<file path="config.mk">
export PLATFORM = sky130hd
export DESIGN_NAME = decode_stage_pipe
export DESIGN_NICKNAME = d
export VERILOG_FILES = /design/src/rtl/decode_stage_pipe.sv
export SDC_FILE = /design/constraint.sdc
export NUM_CORES = 1
export LEC_CHECK = 0
export CORE_MARGIN = 5
export CORE_UTILIZATION = 48
export CTS_CLUSTER_SIZE = 30
export DETAILED_ROUTE_END_ITERATION = 6
export PLACE_DENSITY = 0.77
export SLEW_MARGIN = 40
export SYNTH_ARGS = -nofsm -noshare
export SYNTH_HDL_FRONTEND = slang
export SYNTH_SLANG_ARGS = --single-unit
</file>
<file path="constraint.sdc">
create_clock -name clk -period 3.5 [get_ports clk]
set_input_delay 0.875 -clock clk [delete_from_list [all_inputs] [get_ports clk]]
set_output_delay 0.875 -clock clk [all_outputs]
set_load 0.01 [all_outputs]
</file>
<file path="src/rtl/decode_stage_pipe.sv">
// decode_stage_pipe: registered RV32/RV64 decode stage with a one-entry skid buffer toward the EU.
// Regfile read ports are driven combinationally from inst_i; the decoded bundle is registered.
module decode_stage_pipe #(
    parameter int XLEN  = 64,
    parameter int PID_W = 2
) (
    input  logic                                 clk,
    input  logic                                 rst,
    input  logic                                 flush_i,
    input  logic                                 valid_i,
    output logic                                 ready_o,
    input  logic [31:0]                          inst_i,
    input  logic [PID_W-1:0]                     pid_i,
    output logic [4:0]                           rs1_addr_o,
    output logic [4:0]                           rs2_addr_o,
    output logic                                 rs1_ren_o,
    output logic                                 rs2_ren_o,
    input  logic [XLEN-1:0]                      rs1_data_i,
    input  logic [XLEN-1:0]                      rs2_data_i,
    output logic                                 valid_o,
    input  logic                                 ready_i,
    output logic [6:0]                           opcode_o,
    output logic [2:0]                           funct3_o,
    output logic [6:0]                           funct7_o,
    output logic [4:0]                           rd_addr_o,
    output logic                                 rd_we_o,
    output logic                                 rd_late_o,
    output logic [XLEN-1:0]                      rs1_data_o,
    output logic [XLEN-1:0]                      rs2_data_o,
    output logic [XLEN-1:0]                      imm_o,
    output logic [((XLEN == 64) ? 6 : 5)-1:0]    shamt_o,
    output logic                                 illegal_o,
    output logic [PID_W-1:0]                     pid_o
);
    localparam int SHAMT_W = (XLEN == 64) ? 6 : 5;

    typedef struct packed {
        logic [6:0]         opcode;
        logic [2:0]         funct3;
        logic [6:0]         funct7;
        logic [4:0]         rd_addr;
        logic               rd_we;
        logic               rd_late;
        logic [XLEN-1:0]    rs1_data;
        logic [XLEN-1:0]    rs2_data;
        logic [XLEN-1:0]    imm;
        logic [SHAMT_W-1:0] shamt;
        logic               illegal;
        logic [PID_W-1:0]   pid;
    } bundle_t;

    logic [6:0]  opc;
    logic [2:0]  f3;
    logic        is_lui, is_auipc, is_jal, is_jalr, is_branch, is_load, is_store;
    logic        is_opimm, is_op, is_system, is_amo, is_fp, is_opimm32, is_op32;
    logic        supported, sh_f3, bad_shift, illegal, rd_cls;
    logic [31:0] imm32;
    bundle_t     dec, out_q, skid_q;
    logic        out_v, skid_v, accept;

    assign opc        = inst_i[6:0];
    assign f3         = inst_i[14:12];
    assign is_lui     = opc == 7'b0110111;
    assign is_auipc   = opc == 7'b0010111;
    assign is_jal     = opc == 7'b1101111;
    assign is_jalr    = opc == 7'b1100111;
    assign is_branch  = opc == 7'b1100011;
    assign is_load    = opc == 7'b0000011;
    assign is_store   = opc == 7'b0100011;
    assign is_opimm   = opc == 7'b0010011;
    assign is_op      = opc == 7'b0110011;
    assign is_system  = opc == 7'b1110011;
    assign is_amo     = opc == 7'b0101111;
    assign is_fp      = opc == 7'b1010011;
    // The 32-bit-word opcodes simply do not exist on an RV32 build.
    assign is_opimm32 = (XLEN == 64) && opc == 7'b0011011;
    assign is_op32    = (XLEN == 64) && opc == 7'b0111011;

    assign supported = is_lui | is_auipc | is_jal | is_jalr | is_branch | is_load | is_store |
                       is_opimm | is_op | is_system | is_amo | is_fp | is_opimm32 | is_op32;
    assign sh_f3     = f3 == 3'b001 || f3 == 3'b101;
    assign bad_shift = is_opimm && sh_f3 && ((XLEN == 32 && inst_i[25]) ||
                       !(inst_i[31:26] == 6'b000000 || (inst_i[31:26] == 6'b010000 && f3 == 3'b101)));
    assign illegal   = inst_i[1:0] != 2'b11 || !supported || bad_shift;
    assign rd_cls    = is_lui | is_auipc | is_jal | is_jalr | is_load | is_opimm | is_op |
                       is_opimm32 | is_op32 | is_amo | is_fp | (is_system && f3 != 3'b000);

    assign rs1_ren_o  = !illegal && !(is_lui || is_auipc || is_jal) &&
                        !(is_system && (f3 == 3'b000 || f3 == 3'b100));
    assign rs2_ren_o  = !illegal && (is_branch || is_store || is_op || is_op32 || is_amo || is_fp);
    assign rs1_addr_o = rs1_ren_o ? inst_i[19:15] : 5'd0;
    assign rs2_addr_o = rs2_ren_o ? inst_i[24:20] : 5'd0;

    assign imm32 = (is_lui || is_auipc) ? {inst_i[31:12], 12'b0}
                 : is_jal    ? {{12{inst_i[31]}}, inst_i[19:12], inst_i[20], inst_i[30:21], 1'b0}
                 : is_branch ? {{20{inst_i[31]}}, inst_i[7], inst_i[30:25], inst_i[11:8], 1'b0}
                 : is_store  ? {{21{inst_i[31]}}, inst_i[30:25], inst_i[11:7]}
                 : (is_jalr || is_load || is_opimm || is_opimm32 || is_system)
                             ? {{21{inst_i[31]}}, inst_i[30:20]} : 32'd0;

    always_comb begin
        dec          = '0;
        dec.opcode   = opc;
        dec.funct3   = f3;
        dec.funct7   = inst_i[31:25];
        dec.rd_addr  = rd_cls ? inst_i[11:7] : 5'd0;
        dec.rd_we    = rd_cls && !illegal && inst_i[11:7] != 5'd0;
        dec.rd_late  = is_load || ((is_op || is_op32) && inst_i[31:25] == 7'b0000001);
        dec.rs1_data = rs1_ren_o ? rs1_data_i : '0;
        dec.rs2_data = rs2_ren_o ? rs2_data_i : '0;
        dec.imm      = XLEN'($signed(imm32));
        dec.shamt    = (is_opimm && sh_f3) ? inst_i[20+SHAMT_W-1:20]
                     : (is_opimm32 && sh_f3) ? SHAMT_W'(inst_i[24:20]) : '0;
        dec.illegal  = illegal;
        dec.pid      = pid_i;
    end

    assign accept = valid_i && ready_o;

    // The output slot drains from the skid first, so order is preserved across stalls.
    always_ff @(posedge clk) begin
        if (rst) begin
            out_v  <= 1'b0;
            skid_v <= 1'b0;
            out_q  <= '0;
            skid_q <= '0;
        end else if (flush_i) begin
            out_v  <= 1'b0;
            skid_v <= 1'b0;
        end else if (!out_v || ready_i) begin
            out_v  <= skid_v || accept;
            skid_v <= 1'b0;
            if (skid_v)
                out_q <= skid_q;
            else if (accept)
                out_q <= dec;
        end else if (accept) begin
            skid_v <= 1'b1;
            skid_q <= dec;
        end
    end

    assign ready_o    = !skid_v;
    assign valid_o    = out_v;
    assign opcode_o   = out_q.opcode;
    assign funct3_o   = out_q.funct3;
    assign funct7_o   = out_q.funct7;
    assign rd_addr_o  = out_q.rd_addr;
    assign rd_we_o    = out_q.rd_we;
    assign rd_late_o  = out_q.rd_late;
    assign rs1_data_o = out_q.rs1_data;
    assign rs2_data_o = out_q.rs2_data;
    assign imm_o      = out_q.imm;
    assign shamt_o    = out_q.shamt;
    assign illegal_o  = out_q.illegal;
    assign pid_o      = out_q.pid;
endmodule

</file>
==> metrics.cfg, run 1 <==
[timing]
maxSlewViolCount = 0
slew_headroom_pct = 51.86
fin_crit_ns = 3.476
finalHoldViolCount = 0
fin_skew_ns = 0.007438
finalSetupTns_ns = 0
setup_viol = 0
tightest_slew_ns = 0.7221
fin_crit_sh_pct = 99.32
max_freq_mhz = 287.7

[synth]
synthCells = 1635
syn_area_sq_um = 15060
ys_ff_latch = 388
synth_most_common_cell = dfxtp_1
ys_seq_area_share_pct = 51.59
yosys_warnings = 0
synth.avg_cell_area_sq_um = 9.209
synth_top_area_cell = dfxtp_1
synth_edf_count = 0
synth.top_cell.area_share_pct = 51.59
synthTopCellsByCount = dfxtp_1, nand2_1, a22o_1
syn_nets = 1802
synth_flop_cell = dfxtp_1
ys_async_sr_fraction_pct = 0
netlist_top_cells_area = dfxtp_1, a22o_1, nand2_1
yosysUniqueCellTypes = 58

[place]
dp.cells = 2325
numPortBuffers = 405
dp_hpwl_um = 32860
dpl_cell_area_sq_um = 19480
gp_congestion = 0.9302

[worst_setup_path]
cp_slowest_stage_delay_ns = 0.56
crit_type = input pin to primary output
cp-end-kind = primary output
worstPathRequired_ns = 2.62
critPathArrivalTime_ns = 2.60
reg2reg_depth = 6
cp-start-kind = input pin
cp_cell_sequence = clkdlybuf4s50_1 > and4bb_2 > nand2_2 > o31ai_4 > or2_4 > inv_4 > and2_1 > buf_2
worst_path_max_delay_cell = clkdlybuf4s50_1
critPathMaxFanout = 6

[floorplanning]
start_util_pct = 48.97
num_io_pins = 406
rows = 64
dieWidth_um = 187.1
die_area_sq_um = 35010
coreArea_sq_um = 30750
die_y_um = 187.1

[route]
post_drt_wl_per_cell_um = 20.85
vias = 14210
initialDrtViolationCount = 1080
drcViolationCount = 0
drtPass1Iterations = 5
postRouteAntennaNets = 0
totalWireLength_um = 50360
via_per_inst = 5.883

[grt]
grt_use_total_pct = 27.02
overflow = 0
grt_pass1_vias = 13900
grt_max_degree = 134
grt_pass1_wl_um = 78740
antenna_found_initial = 2

[power_and_ir_drop]
p_leak_nw = 7.756
power.density_nw_per_um2 = 465.0
ir_worst_vdd_v = 0.0003329

[final_layout]
syn_to_final_growth_pct = 39.45
fillCellCount = 2459
drive_above_1_share_pct = 10.16
stdcell_area_sq_um = 21000
nNetsFinal = 2155
stdcell_count = 2415

[worst_hold_path]
hp-class = register to register
hold_depth = 2

[cts]
cts_buffers = 40
cts_root_buf = clkbuf_16
cts_tree = yes
h-tree-depth = 2
cts_hold_buf = 0
path_clk_slew_ns = 0.06
cts.sinks = 388
insertion_delay_ns = 0.51
clk_path_buf_depth = 3

[flow_run]
drv_cap = 0

[status]
status = completed

==> path summary, 6_finish.rpt <==
kind / startpoint / slack [ns] / to
worst max-delay path: inst_i[1] / 0.02 / rs1_addr_o[0]
worst min-delay path: skid_q[205] / 0.45 / skid_q[205]
worst max register to register: skid_v / 1.28 / imm_o[4]
worst min register to register: skid_q[205] / 0.45 / skid_q[205]
==> per-stage QoR <==
step / utilization, % / setup WS (ns) / total power, mW / hold WS (ns)
4_1_cts: 68.04 / -0.004061 / 9.826 / 0.4548
6_report: 68.29 / 0.02391 / 9.763 / 0.4547
2_1_floorplan: - / 0.1211 / 5.018 / 0.4316
5_1_grt: 68.29 / -0.02479 / 10.11 / 0.4737
3_3_place_gp: 63.34 / -0.7924 / 5.605 / 0.4354
3_5_place_dp: 63.36 / -0.8146 / 5.618 / 0.4444
==> state kept, by name (all words and copies together) (netlist names) <==
register	flops
rd_late_o	1
funct7_o	7
pid_o	2
rd_addr_o	5
rs2_data_o	64
skid_q	193
rs1_data_o	64
skid_v	1
rd_we_o	1
shamt_o	6
imm_o	32
illegal_o	1
valid_o	1
opcode_o	7
funct3_o	3
==> repair_timing <==
item / CTS / global route
resized for setup: 65 / 17
pin swaps: 10 / 7
endpoints found under the setup margin: 12 / 12
setup buffers: 14 / 3
==> cell type report <==
cell class	count	area [sq um]	area share, %
Tap cell	396	495.5	2.360
Clock buffer	58	1191	5.673
Inverter	9	36.28	0.1728
Multi-Input combinational cell	1046	6446	30.70
Sequential cell	388	7771	37.01
Clock inverter	13	123.9	0.5899
Timing Repair Buffer	503	4928	23.47
Antenna cell	2	5.005	0.02384
==> routing by layer <==
layer / track usage [%] / routed length (um) / vias to the layer above
met5: 0 / 0 / -
met4: 7.423 / 1385 / 0
met3: 6.663 / 4207 / 89
met2: 44.28 / 23620 / 569
met1: 35.78 / 21150 / 6861
li1: - / - / 6688
==> where the power goes <==
part           leakage (nW)  switching, mW  internal, mW  total (mW)
logic                  3.96          0.504         0.485       0.989
clock network         0.649           1.70          2.51        4.21
registers              3.14         0.0530          4.51        4.56
==> worst max-delay path, delay by kind of cell <==
family | cells | cell delay, ns
simple gates | 4 | 0.71
buf+inv | 3 | 0.74
compound gates | 1 | 0.27
==> cells in the final DEF (no fill, tap or decap), drive strengths merged, types with 29 or more instances in the layout <==
master / netlist / final
clkdlybuf4s50: 0 / 381
a211oi: 29 / 29
a21oi: 55 / 55
a22o: 131 / 131
nand2: 174 / 174
a221oi: 72 / 72
buf: 74 / 108
nand3: 30 / 30
clkbuf: 118 / 60
a22oi: 66 / 66
nor2: 130 / 130
o21ai: 177 / 177
dfxtp: 388 / 388
==> cell families after synthesis <==
group / share of synthesized area [%]
buf+inv: 6.324
compound gates: 28.43
mux: 1.463
flops: 51.59
simple gates: 12.14
xor+xnor: 0.05818
No activity file was read; power rests on OpenSTA's default activity.
==> run 2: changes to the inputs <==
--- a/config.mk
+++ b/config.mk
@@ -5,11 +5,13 @@
 export SDC_FILE = /design/constraint.sdc
 export NUM_CORES = 1
 export LEC_CHECK = 0
+export CELL_PAD_IN_SITES_DETAIL_PLACEMENT = 1
+export CELL_PAD_IN_SITES_GLOBAL_PLACEMENT = 2
 export CORE_MARGIN = 5
-export CORE_UTILIZATION = 48
+export CORE_UTILIZATION = 29
 export CTS_CLUSTER_SIZE = 30
 export DETAILED_ROUTE_END_ITERATION = 6
-export PLACE_DENSITY = 0.77
+export PLACE_DENSITY = 0.78
 export SLEW_MARGIN = 40
 export SYNTH_ARGS = -nofsm -noshare
 export SYNTH_HDL_FRONTEND = slang
==> metrics.cfg, run 2 (same netlist as run 1, synthesis figures left out) <==
[place]
numPortBuffers = 405
dp_hpwl_um = 38810
gp_congestion = 0.8929
place_ws_ns = -0.8929

[cts]
path_clk_slew_ns = 0.06
h-tree-depth = 2
cts_root_buf = clkbuf_16
clk_path_buf_depth = 3
insertion_delay_ns = 0.56
cts_tree = yes
cts_hold_buf = 0
cts.sinks = 388
cts_buffers = 45

[timing]
fin_skew_ns = 0.01863
fin_crit_ns = 3.436
fin_ws_ns = 0.06434
slew_headroom_pct = 46.08
maxSlewViolCount = 0
fin_crit_sh_pct = 98.16
tightest_slew_ns = 0.8088
whs_ns = 0.4501
max_freq_mhz = 291.1
setup_viol = 0
rsz0062_at_grt = false
finalHoldViolCount = 0

[final_layout]
top_register = skid_q
nNetsFinal = 2186
final_cell_mix = dfxtp_1, clkdlybuf4s50_1, nand2_1
largest_register_ff_count = 193
layout_commonest_cell = dfxtp_1
syn_to_final_growth_pct = 46.24
drive_above_1_share_pct = 12.26

[grt]
grt_max_degree = 111
antenna_found_initial = 2
grt_use_total_pct = 19.65
grt_pass1_vias = 14690
overflow = 0
grt_pass1_wl_um = 89560

[floorplanning]
num_io_pins = 406
dieWidth_um = 237.9
die_y_um = 237.9
die_area_sq_um = 56580
coreArea_sq_um = 51410
rows = 83
start_util_pct = 29.29

[power_and_ir_drop]
p_leak_nw = 8.034
power.density_nw_per_um2 = 471.0
ir_worst_vdd_v = 0.0003184

[route]
drtPass1Iterations = 5
postRouteAntennaNets = 0
via_per_inst = 5.296
initialDrtViolationCount = 871
post_drt_wl_per_cell_um = 22.30
totalWireLength_um = 61020
drcViolationCount = 0
vias = 14490

[worst_setup_path]
crit_type = input pin to primary output
worst_r2r_endpoint = rs2_data_o[28]
worstPathRequired_ns = 2.62
regToRegStartpoint = skid_v
reg2reg_depth = 5
cp-start-kind = input pin
critPathMaxFanout = 6
critPathArrivalTime_ns = 2.56
reg2reg_slack_ns = 1.21
cp-end-kind = primary output

[worst_hold_path]
hp-class = register to register
hold_end = imm_o[18]
hold_depth = 1
hp-start = imm_o[18]

[flow_run]
drv_cap = 0

[status]
status = completed

==> run 2: cell types whose count changed in the layout (fill, tap and decap cells not counted), sizes merged <==
cell	before	now
buf	108	129
clkbuf	60	78
clkdlybuf4s50	381	379
dlygate4sd2	5	3
inv	9	11
clkinv	9	10
clkinvlp	2	1
diode	2	1
dlymetal6s2s	4	5
==> run 2: power breakdown <==
part	leakage [nW]	internal, mW	switching (mW)
combinational	4.14	0.519	0.548
sequential	3.14	4.51	0.0546
clock	0.747	2.84	1.90
total	8.03	7.87	2.50
==> run 2: how the worst max path moves through the flow <==
stage | from | endpoint | slack (ns) | cells after the start
floorplan | inst_i[2] | rs1_addr_o[0] | 0.12 | 8
global placement | inst_i[27] | rs1_addr_o[2] | -0.85 | 8
detailed placement | inst_i[27] | rs1_addr_o[2] | -0.89 | 8
CTS | inst_i[2] | rs2_data_o[56] | -0.15 | 21
global route | inst_i[27] | rs1_addr_o[0] | 0.02 | 8
finish | inst_i[27] | rs1_addr_o[0] | 0.06 | 8
==> run 2: per-stage QoR <==
stage | utilization (%) | total power, mW | area, sq um | TNS (ns) | instances
after floorplan | - | 5.018 | 15060 | 0 | 1635
after global placement | 38.76 | 5.657 | 19920 | -9.050 | 2613
after detailed placement | 38.76 | 5.670 | 19920 | -12.11 | 2613
after CTS | 42.16 | 10.50 | 21670 | -8.510 | 2723
after global routing | 42.83 | 10.79 | 22020 | 0 | 2736
final | 42.83 | 10.37 | 22020 | 0 | 2736
==> run 2: critical path, stage by stage <==
cell             delay (ns)
clkdlybuf4s15_1        0.23
or4_4                  0.48
a211oi_4               0.26
o31ai_4                0.10
or2_4                  0.28
inv_6                  0.08
and2_4                 0.14
buf_6                  0.09
==> run 2: layout make-up <==
type	count	area, sq um
Sequential cell	388	7771
Inverter	9	38.79
Timing Repair Buffer	529	5365
Clock buffer	68	1365
Tap cell	680	850.8
Fill cell	5792	29390
Antenna cell	1	2.502
Multi-Input combinational cell	1046	6490
Clock inverter	15	135.1
==> run 2: what timing repair did <==
item / in CTS / in global routing
gates cloned: 1 / 10
setup endpoints to repair: 12 / 140
buffers inserted: 26 / 3
pin swaps: 83 / 26
gates resized for setup: 67 / 46
==> run 2: layer usage <==
metal | wire (um) | GRT usage (%) | vias up
li1 | - | - | 6767
met3 | 3794 | 4.450 | 81
met5 | 17 | 0 | -
met1 | 27130 | 26.33 | 7235
met2 | 28690 | 32.16 | 406
met4 | 1384 | 5.248 | 2
